==> config.mk <==
export PLATFORM = sky130hd
export DESIGN_NAME = tmds_encoder_rgb
export DESIGN_NICKNAME = d
export VERILOG_FILES = /design/src/rtl/tmds_encoder_rgb.sv
export SDC_FILE = /design/constraint.sdc
export NUM_CORES = 1
export LEC_CHECK = 0
export BUFFER_PORTS_ARGS = -buffer_cell sky130_fd_sc_hd__buf_2
export CORE_AREA = 2 2 121 123
export CTS_BUF_LIST = sky130_fd_sc_hd__clkbuf_4
export DETAILED_ROUTE_END_ITERATION = 10
export DIE_AREA = 0 0 123 125
export PLACE_DENSITY_LB_ADDON = 0.25
export SETUP_SLACK_MARGIN = 0.5
export SLEW_MARGIN = 20
export SYNTH_ARGS = -nofsm -noshare
export SYNTH_HDL_FRONTEND = slang
export SYNTH_SLANG_ARGS = --single-unit
export TNS_END_PERCENT = 1
==> constraint.sdc <==
create_clock -name clk -period 7.6 [get_ports clk]
set_clock_uncertainty 0.15 [all_clocks]
set_input_delay 0.38 -clock clk [delete_from_list [all_inputs] [get_ports clk]]
set_output_delay 0.38 -clock clk [all_outputs]
set_load 0.05 [all_outputs]
==> src/rtl/tmds_encoder_rgb.sv <==
// Three-channel DVI TMDS 8b/10b encoder.
// Two registered stages: transition-minimise, then DC balance.
module tmds_encoder_rgb #(
  parameter bit SWAP_RB = 1'b0
) (
  input  logic        clk,
  input  logic        rst,
  input  logic        de,
  input  logic        hsync,
  input  logic        vsync,
  input  logic [23:0] pixel,
  output logic [9:0]  tmds0,
  output logic [9:0]  tmds1,
  output logic [9:0]  tmds2,
  output logic        de_out
);

  logic [2:0][7:0] byte_w;
  logic            de_s1_d, de_s1_q;
  logic [1:0]      ctl_d, ctl_q;
  logic [2:0][8:0] qm_d, qm_q;
  logic [2:0][9:0] tmds_d, tmds_q;
  logic [2:0][5:0] cnt_d, cnt_q;
  logic            de_out_d, de_out_q;

  function automatic logic [3:0] ones8(input logic [7:0] d);
    logic [3:0] n;
    n = 4'd0;
    for (int i = 0; i < 8; i++) n = n + {3'd0, d[i]};
    return n;
  endfunction

  function automatic logic [8:0] qm_enc(input logic [7:0] d);
    logic [3:0] n;
    logic       xn;
    logic [8:0] q;
    n  = ones8(d);
    xn = (n > 4'd4) || ((n == 4'd4) && !d[0]);
    q  = '0;
    q[0] = d[0];
    for (int i = 1; i < 8; i++)
      q[i] = xn ? ~(q[i-1] ^ d[i]) : (q[i-1] ^ d[i]);
    q[8] = ~xn;
    return q;
  endfunction

  // returns {cnt_next, symbol}
  function automatic logic [15:0] enc2(
    input logic       den,
    input logic [1:0] c,
    input logic [8:0] qm,
    input logic [5:0] cnt
  );
    logic [3:0] n1, n0;
    logic [5:0] diff, cn;
    logic [9:0] sym;
    n1   = ones8(qm[7:0]);
    n0   = 4'd8 - n1;
    diff = {2'b00, n1} - {2'b00, n0};
    if (!den) begin
      cn = 6'd0;
      case (c)
        2'b00:   sym = 10'h354;
        2'b01:   sym = 10'h0AB;
        2'b10:   sym = 10'h154;
        default: sym = 10'h2AB;
      endcase
    end else if ((cnt == 6'd0) || (n1 == n0)) begin
      sym = {~qm[8], qm[8], qm[8] ? qm[7:0] : ~qm[7:0]};
      cn  = qm[8] ? cnt + diff : cnt - diff;
    end else if ((!cnt[5] && (n1 > n0)) || (cnt[5] && (n0 > n1))) begin
      sym = {1'b1, qm[8], ~qm[7:0]};
      cn  = cnt + {4'd0, qm[8], 1'b0} - diff;
    end else begin
      sym = {1'b0, qm[8], qm[7:0]};
      cn  = cnt - {4'd0, ~qm[8], 1'b0} + diff;
    end
    return {cn, sym};
  endfunction

  // stage 1: lane select and transition-minimised byte
  always_comb begin
    byte_w[0] = SWAP_RB ? pixel[23:16] : pixel[7:0];
    byte_w[1] = pixel[15:8];
    byte_w[2] = SWAP_RB ? pixel[7:0] : pixel[23:16];
    de_s1_d   = de;
    ctl_d     = {vsync, hsync};
    for (int k = 0; k < 3; k++) qm_d[k] = qm_enc(byte_w[k]);
  end

  // stage 2: DC balance per channel, control symbols in blanking
  always_comb begin
    logic [15:0] r;
    r = '0;
    for (int k = 0; k < 3; k++) begin
      r = enc2(de_s1_q, (k == 0) ? ctl_q : 2'b00, qm_q[k], cnt_q[k]);
      tmds_d[k] = r[9:0];
      cnt_d[k]  = r[15:10];
    end
    de_out_d = de_s1_q;
  end

  // pipeline registers
  always_ff @(posedge clk or posedge rst) begin
    if (rst) begin
      de_s1_q  <= 1'b0;
      ctl_q    <= 2'b00;
      qm_q     <= '0;
      tmds_q   <= {3{10'h354}};
      cnt_q    <= '0;
      de_out_q <= 1'b0;
    end else begin
      de_s1_q  <= de_s1_d;
      ctl_q    <= ctl_d;
      qm_q     <= qm_d;
      tmds_q   <= tmds_d;
      cnt_q    <= cnt_d;
      de_out_q <= de_out_d;
    end
  end

  assign tmds0  = tmds_q[0];
  assign tmds1  = tmds_q[1];
  assign tmds2  = tmds_q[2];
  assign de_out = de_out_q;

endmodule

==> results of run 1 <==
synthesized netlist by cell type (all sizes together), types with 2 or more instances:
cell    instances  area share [%]
fa             39              11
nor4            3            0.27
or2             4            0.36
clkbuf         15            0.81
ha             85              15
o211a           9             1.3
and2           19             1.7
mux2            4            0.65
a21o           19             2.1
dfrtp          64              23
or4             2            0.27
nor2b           7            0.63
nand3b          4            0.43
a31oi           3            0.27
nor2           15            0.81
nand2          31             1.7
or3             2            0.18
dfstp          15             5.7
o21ai          11             1.0
a221o           3            0.43
inv           129             7.0
o22ai           2            0.18
a211oi          2            0.40
xnor2          87              11
mux2i          20             3.2
a21oi          44             3.2
nor3            6            0.43
nand3           8            0.58
buf             3            0.31
nand2b          4            0.36
a22oi           3            0.32
xor2           17             2.1
o32ai           2            0.79
state kept, by name, indices dropped and copies added, names as in the netlist:
signal	cells
de_out_d	1
qm_q	27
tmds2	10
tmds1	10
cnt_q	18
tmds0	10
de_out	1
ctl_q	2
critical path, cell delays in order, from the launching register on:
cell and delay, ns:
dfrtp_1 0.39, inv_1 0.07, fa_1 0.56, fa_1 0.43, fa_1 0.49, inv_1 0.05, ha_1 0.20, fa_1 0.51
xnor2_1 0.52, inv_1 0.09, ha_1 0.48, xnor2_1 0.18, a31oi_1 0.10, a2bb2oi_1 0.44, ha_1 0.33, inv_1 0.08
ha_1 0.26, a21oi_1 0.19, xnor2_1 0.15, mux2i_1 0.11, xnor2_1 0.16, o211a_1 0.20
cells by family (layout without fill, tap and decap cells):
logic type	after synthesis	count (layout)	synth area share (%)
compound gates	108	108	11.5
mux	24	24	3.89
buf+inv	147	220	8.08
flops	79	79	28.7
xor+xnor	104	104	13.2
simple gates	108	108	8.12
fa+ha+maj	124	124	26.5
layout make-up:
cell class | count | area, um2
fill | 1280 | 6510
multi-input combinational | 468 | 4400
sequential | 79 | 2000
inverter | 129 | 485
timing repair buffer | 75 | 454
tap | 184 | 230
clock buffer | 10 | 75.1
clock inverter | 6 | 60.1
through the flow:
stage                     util (%)  std cells  hold WS [ns]  setup slack, ns  cell area (um2)
after floorplan                  -        694         0.202             1.77             6950
after global placement        52.2        921         0.342             1.60             7420
after detailed placement      52.2        921         0.345             1.38             7420
after CTS                     54.1        950        0.0507             1.34             7680
after global routing          54.2        951        0.0502            0.952             7700
final                         54.2        951        0.0786             1.34             7700
metal layers:
metal,GRT usage (%),vias up
li1,-,2373
met1,25.1,2279
met2,30.8,79
met3,4.20,12
met4,5.15,0
met5,0,-
worst paths after layout:
kind / from / endpoint / slack [ns] / cells after the start
max: qm_q[0] / cnt_q[5] / 1.34 / 21
min: pixel[15] / qm_q[16] / 0.08 / 3
max reg2reg: qm_q[0] / cnt_q[5] / 1.34 / 21
min reg2reg: cnt_q[0] / cnt_q[0] / 0.38 / 1
max in group asynchronous: rst / tmds1[5] / 6.31 / 4
min in group asynchronous: rst / tmds2[0] / 0.46 / 4
==> flow_summary_export.csv, run 1 <==
group,metric,value,unit
synth,synthFlopType,"dfrtp_1",
routing,postRouteAntennaNets,0,
critical_path,crit_arrival,6.46,ns
timing,worstMarginPinSlew,0.834,ns
timing,rsz0062_at_grt,"no",
floorplanning,io_pins,60,
placement,port_buffers,59,
routing,post_drt_wl_per_cell,14.0,um
synth,synth_warnings,0,
timing,relSlewSlack,44.0,%
clocking,ctsHoldBuffers,13,
synth,ys_types,54,
critical_path,startpoint_type,"register",
synth,yosysSeqAreaShare,28.7,%
clocking,cts-root-buf,"clkbuf_4",
timing,finalWorstPathRequiredPeriod,6.26,ns
routing,highest-signal-layer,"met4",
floorplanning,die_x,123,um
timing,timing.final.crit_share,82.3,%
clocking,clock-sinks,79,
timing,fmax,160,MHz
clocking,clk_latency,0.47,ns
critical_path,crit_fanout,10,
placement,dp_hpwl,10300,um
routing,vias,4743,
clocking,numCtsBuffers,9,
routing,remaining_drc_errors,0,
timing,hold_viol_final,0,
global_route,grt_pass1_vias,4974,
global_route,antenna_found_initial,0,
global_route,grt_max_degree,80,
clocking,clk_path_buf_depth,2,
synth,synth_edf_count,0,
floorplanning,die_area,15400,um2
synth,syn_avg_cell_area,10.0,um2
layout,num_antenna_cells,0,
clocking,post_cts_buffers,0,
timing,setup-violations-final,0,
routing,dr_wl_met3,506,um
layout,layout_commonest_cell,"inv_1",
routing,wl_met1,6110,um
layout,drive_above_1_share,14.6,%
clocking,clk_pin_slew,0.12,ns
floorplanning,initial_core_util,49.0,%
critical_path,critPathKind,"register to register",
synth,async_reset_ff_share,100,%
floorplanning,row_count,44,
synth,netlist_instances,694,
critical_path,cp.required,7.80,ns
floorplanning,core-area,14200,um2
routing,met2_length,6530,um
critical_path,critical_path.endpoint_type,"register",
synth,synthesis.area,6950,um2
clocking,h-tree-depth,3,
layout,area_delta_synth_final,10.7,%
routing,wl,13300,um
placement,gp_congestion,0.886,
routing,drt_iter0_drc,171,
floorplanning,die_y,125,um
synth,ys_seq_elements,79,
routing,vias_per_cell,4.99,
outcome,status,"completed",
routing,dr.pass1.iters,4,
clocking,tritoncts,"done",
synth,synth_fp_nets,847,
global_route,grt_pass1_wl,22900,um
timing,fin_setup_tns,0,ns
timing,report.final.slew_viol_count,0,
global_route,grt.total_usage,18.8,%
layout,mostFrequentLayoutCells,"inv_1, xnor2_1, ha_1, dfrtp_1, buf_2",
job,cap_violations,0,
global_route,grt-ovfl-total,0,
clocking,ctsResizeCount,0,
hold_path,min_path_type,"input port to register",
layout,nets,915,
Power of run 1 is not shown: default switching activity piles up to over one toggle a cycle in this logic, so the estimate is an artifact.
==> run 2, diff against run 1 <==
==> constraint.sdc (replaced) <==
create_clock -name clk -period 5.5 [get_ports clk]
set_clock_uncertainty 0.15 [all_clocks]
set_input_delay 0.275 -clock clk [delete_from_list [all_inputs] [get_ports clk]]
set_output_delay 0.275 -clock clk [all_outputs]
set_load 0.05 [all_outputs]
==> flow_summary_export.csv, run 2 (synthesized netlist as in run 1, its figures left out) <==
group,metric,value,unit
outcome,status,"completed",
layout,drive_above_1_share,27.0,%
layout,num_antenna_cells,0,
clocking,tritoncts,"done",
floorplanning,io_pins,60,
routing,drt_iter0_drc,164,
critical_path,startpoint_type,"register",
clocking,clk_pin_slew,0.13,ns
floorplanning,die_y,125,um
placement,dp_hpwl,11000,um
placement,port_buffers,59,
timing,worstMarginPinSlew,0.659,ns
clocking,clock-sinks,79,
critical_path,rr_worst_depth,23,
critical_path,crit_arrival,5.60,ns
timing,report.final.slew_viol_count,0,
clocking,clk_path_buf_depth,2,
routing,postRouteAntennaNets,0,
clocking,cts-root-buf,"clkbuf_4",
hold_path,whs_path_depth,3,
clocking,numCtsBuffers,9,
placement,gp_congestion,0.810,
floorplanning,initial_core_util,49.0,%
critical_path,critPathKind,"register to register",
layout,nets,942,
layout,area_delta_synth_final,20.7,%
job,cap_violations,0,
routing,remaining_drc_errors,0,
layout,n_fill_cell,1216,
floorplanning,die_x,123,um
global_route,grt_pass1_vias,5340,
hold_path,min_path_type,"input port to register",
clocking,h-tree-depth,3,
timing,fmax,185,MHz
routing,dr.pass1.iters,7,
routing,vias,4948,
timing,finalWorstPathRequiredPeriod,5.39,ns
timing,setup-violations-final,0,
global_route,grt-ovfl-total,0,
layout,layout_top_registers,"qm_q x27, cnt_q x18",
global_route,grt_pass1_wl,23800,um
layout,largest_reg_flops,27,
routing,post_drt_wl_per_cell,14.5,um
clocking,clk_latency,0.46,ns
layout,top_register,"qm_q",
timing,rsz0062_at_grt,"yes",
critical_path,cp.required,5.71,ns
global_route,antenna_found_initial,0,
critical_path,critical_path.endpoint_type,"register",
timing,fin_setup_tns,0,ns
floorplanning,die_area,15400,um2
timing,timing.final.crit_share,98.1,%
routing,vias_per_cell,5.06,
critical_path,crit_fanout,4,
global_route,grt_max_degree,80,
timing,relSlewSlack,55.7,%
timing,hold_viol_final,0,
timing,hold-worst-slack,0.0287,ns
global_route,grt.total_usage,19.4,%
layout,layout_commonest_cell,"inv_1",
floorplanning,row_count,44,
routing,wl,14200,um
layout,mostFrequentLayoutCells,"inv_1, xnor2_1, ha_1, dfrtp_1, buf_2",
floorplanning,core-area,14200,um2
==> run 2: cell count changes in the layout (fill, tap and decap cells not counted), moves of 7 or more <==
cell and delta:
ha_1 -19, ha_4 +19, o21ai_1 +7, a21oi_2 +14, inv_2 +15, a21oi_1 -16
xnor2_1 -8, o21ai_0 -7, xnor2_2 +7, inv_1 -17, buf_4 +21
==> run 2: worst max-delay path: stages, from the launching register on <==
cell and delay [ns]:
dfrtp_1 0.36, inv_2 0.05, fa_1 0.55, fa_1 0.42, fa_1 0.50, inv_2 0.05
ha_4 0.15, fa_2 0.47, nor2_4 0.12, inv_2 0.06, ha_4 0.30, nand2_4 0.05
a21oi_2 0.14, a21oi_2 0.07, ha_1 0.32, inv_2 0.06, ha_1 0.34, a21o_1 0.19
a21oi_2 0.19, xnor2_2 0.16, nor2_1 0.09, a211oi_2 0.18, mux2i_1 0.10, a31o_2 0.21
==> run 2: final cells by class <==
| type | count | area [um2] | area share [%] |
|---|---|---|---|
| Multi-Input combinational cell | 468 | 4870 | 58.0 |
| Sequential cell | 79 | 2000 | 23.8 |
| Timing Repair Buffer | 102 | 693 | 8.26 |
| Inverter | 129 | 490 | 5.84 |
| Tap cell | 184 | 230 | 2.74 |
| Clock buffer | 10 | 75.1 | 0.894 |
| Clock inverter | 6 | 38.8 | 0.462 |
==> run 2: repair_timing <==
action / 4_1_cts / 5_1_grt
setup endpoints to repair: 25 / 28
pin swaps: 8 / 55
buffers inserted: 4 / 1
gates resized for setup: 7 / 59
endpoints found under the hold margin: 62 / 0
hold buffers: 16 / 0
==> run 2: metrics by stage <==
stage | area [um2] | utilization (%) | setup WS, ns | cells
after floorplan | 7200 | - | 0.158 | 694
after global placement | 7780 | 54.8 | 0.159 | 940
after detailed placement | 7780 | 54.8 | 0.0354 | 940
after CTS | 8100 | 57.1 | 0.112 | 976
after global routing | 8390 | 59.1 | -0.126 | 978
final | 8390 | 59.1 | 0.105 | 978
==> run 2: path summary, 6_finish.rpt <==
path                            from  slack (ns)        end
max                         qm_q[12]        0.11  cnt_q[11]
min                        pixel[13]        0.03   qm_q[15]
max reg2reg                 qm_q[12]        0.11  cnt_q[11]
min reg2reg                 cnt_q[6]        0.38   cnt_q[6]
max in group asynchronous        rst        4.25   tmds1[8]
min in group asynchronous        rst        0.30  cnt_q[13]
==> run 2: layer usage <==
layer | vias to the layer above | wire (um) | global-route usage, %
met5 | - | 0 | 0
met4 | 0 | 263 | 5.68
met3 | 24 | 423 | 3.65
met2 | 75 | 7390 | 34.8
met1 | 2425 | 6110 | 23.4
li1 | 2424 | - | -
Power of run 2 is left out for the same reason.
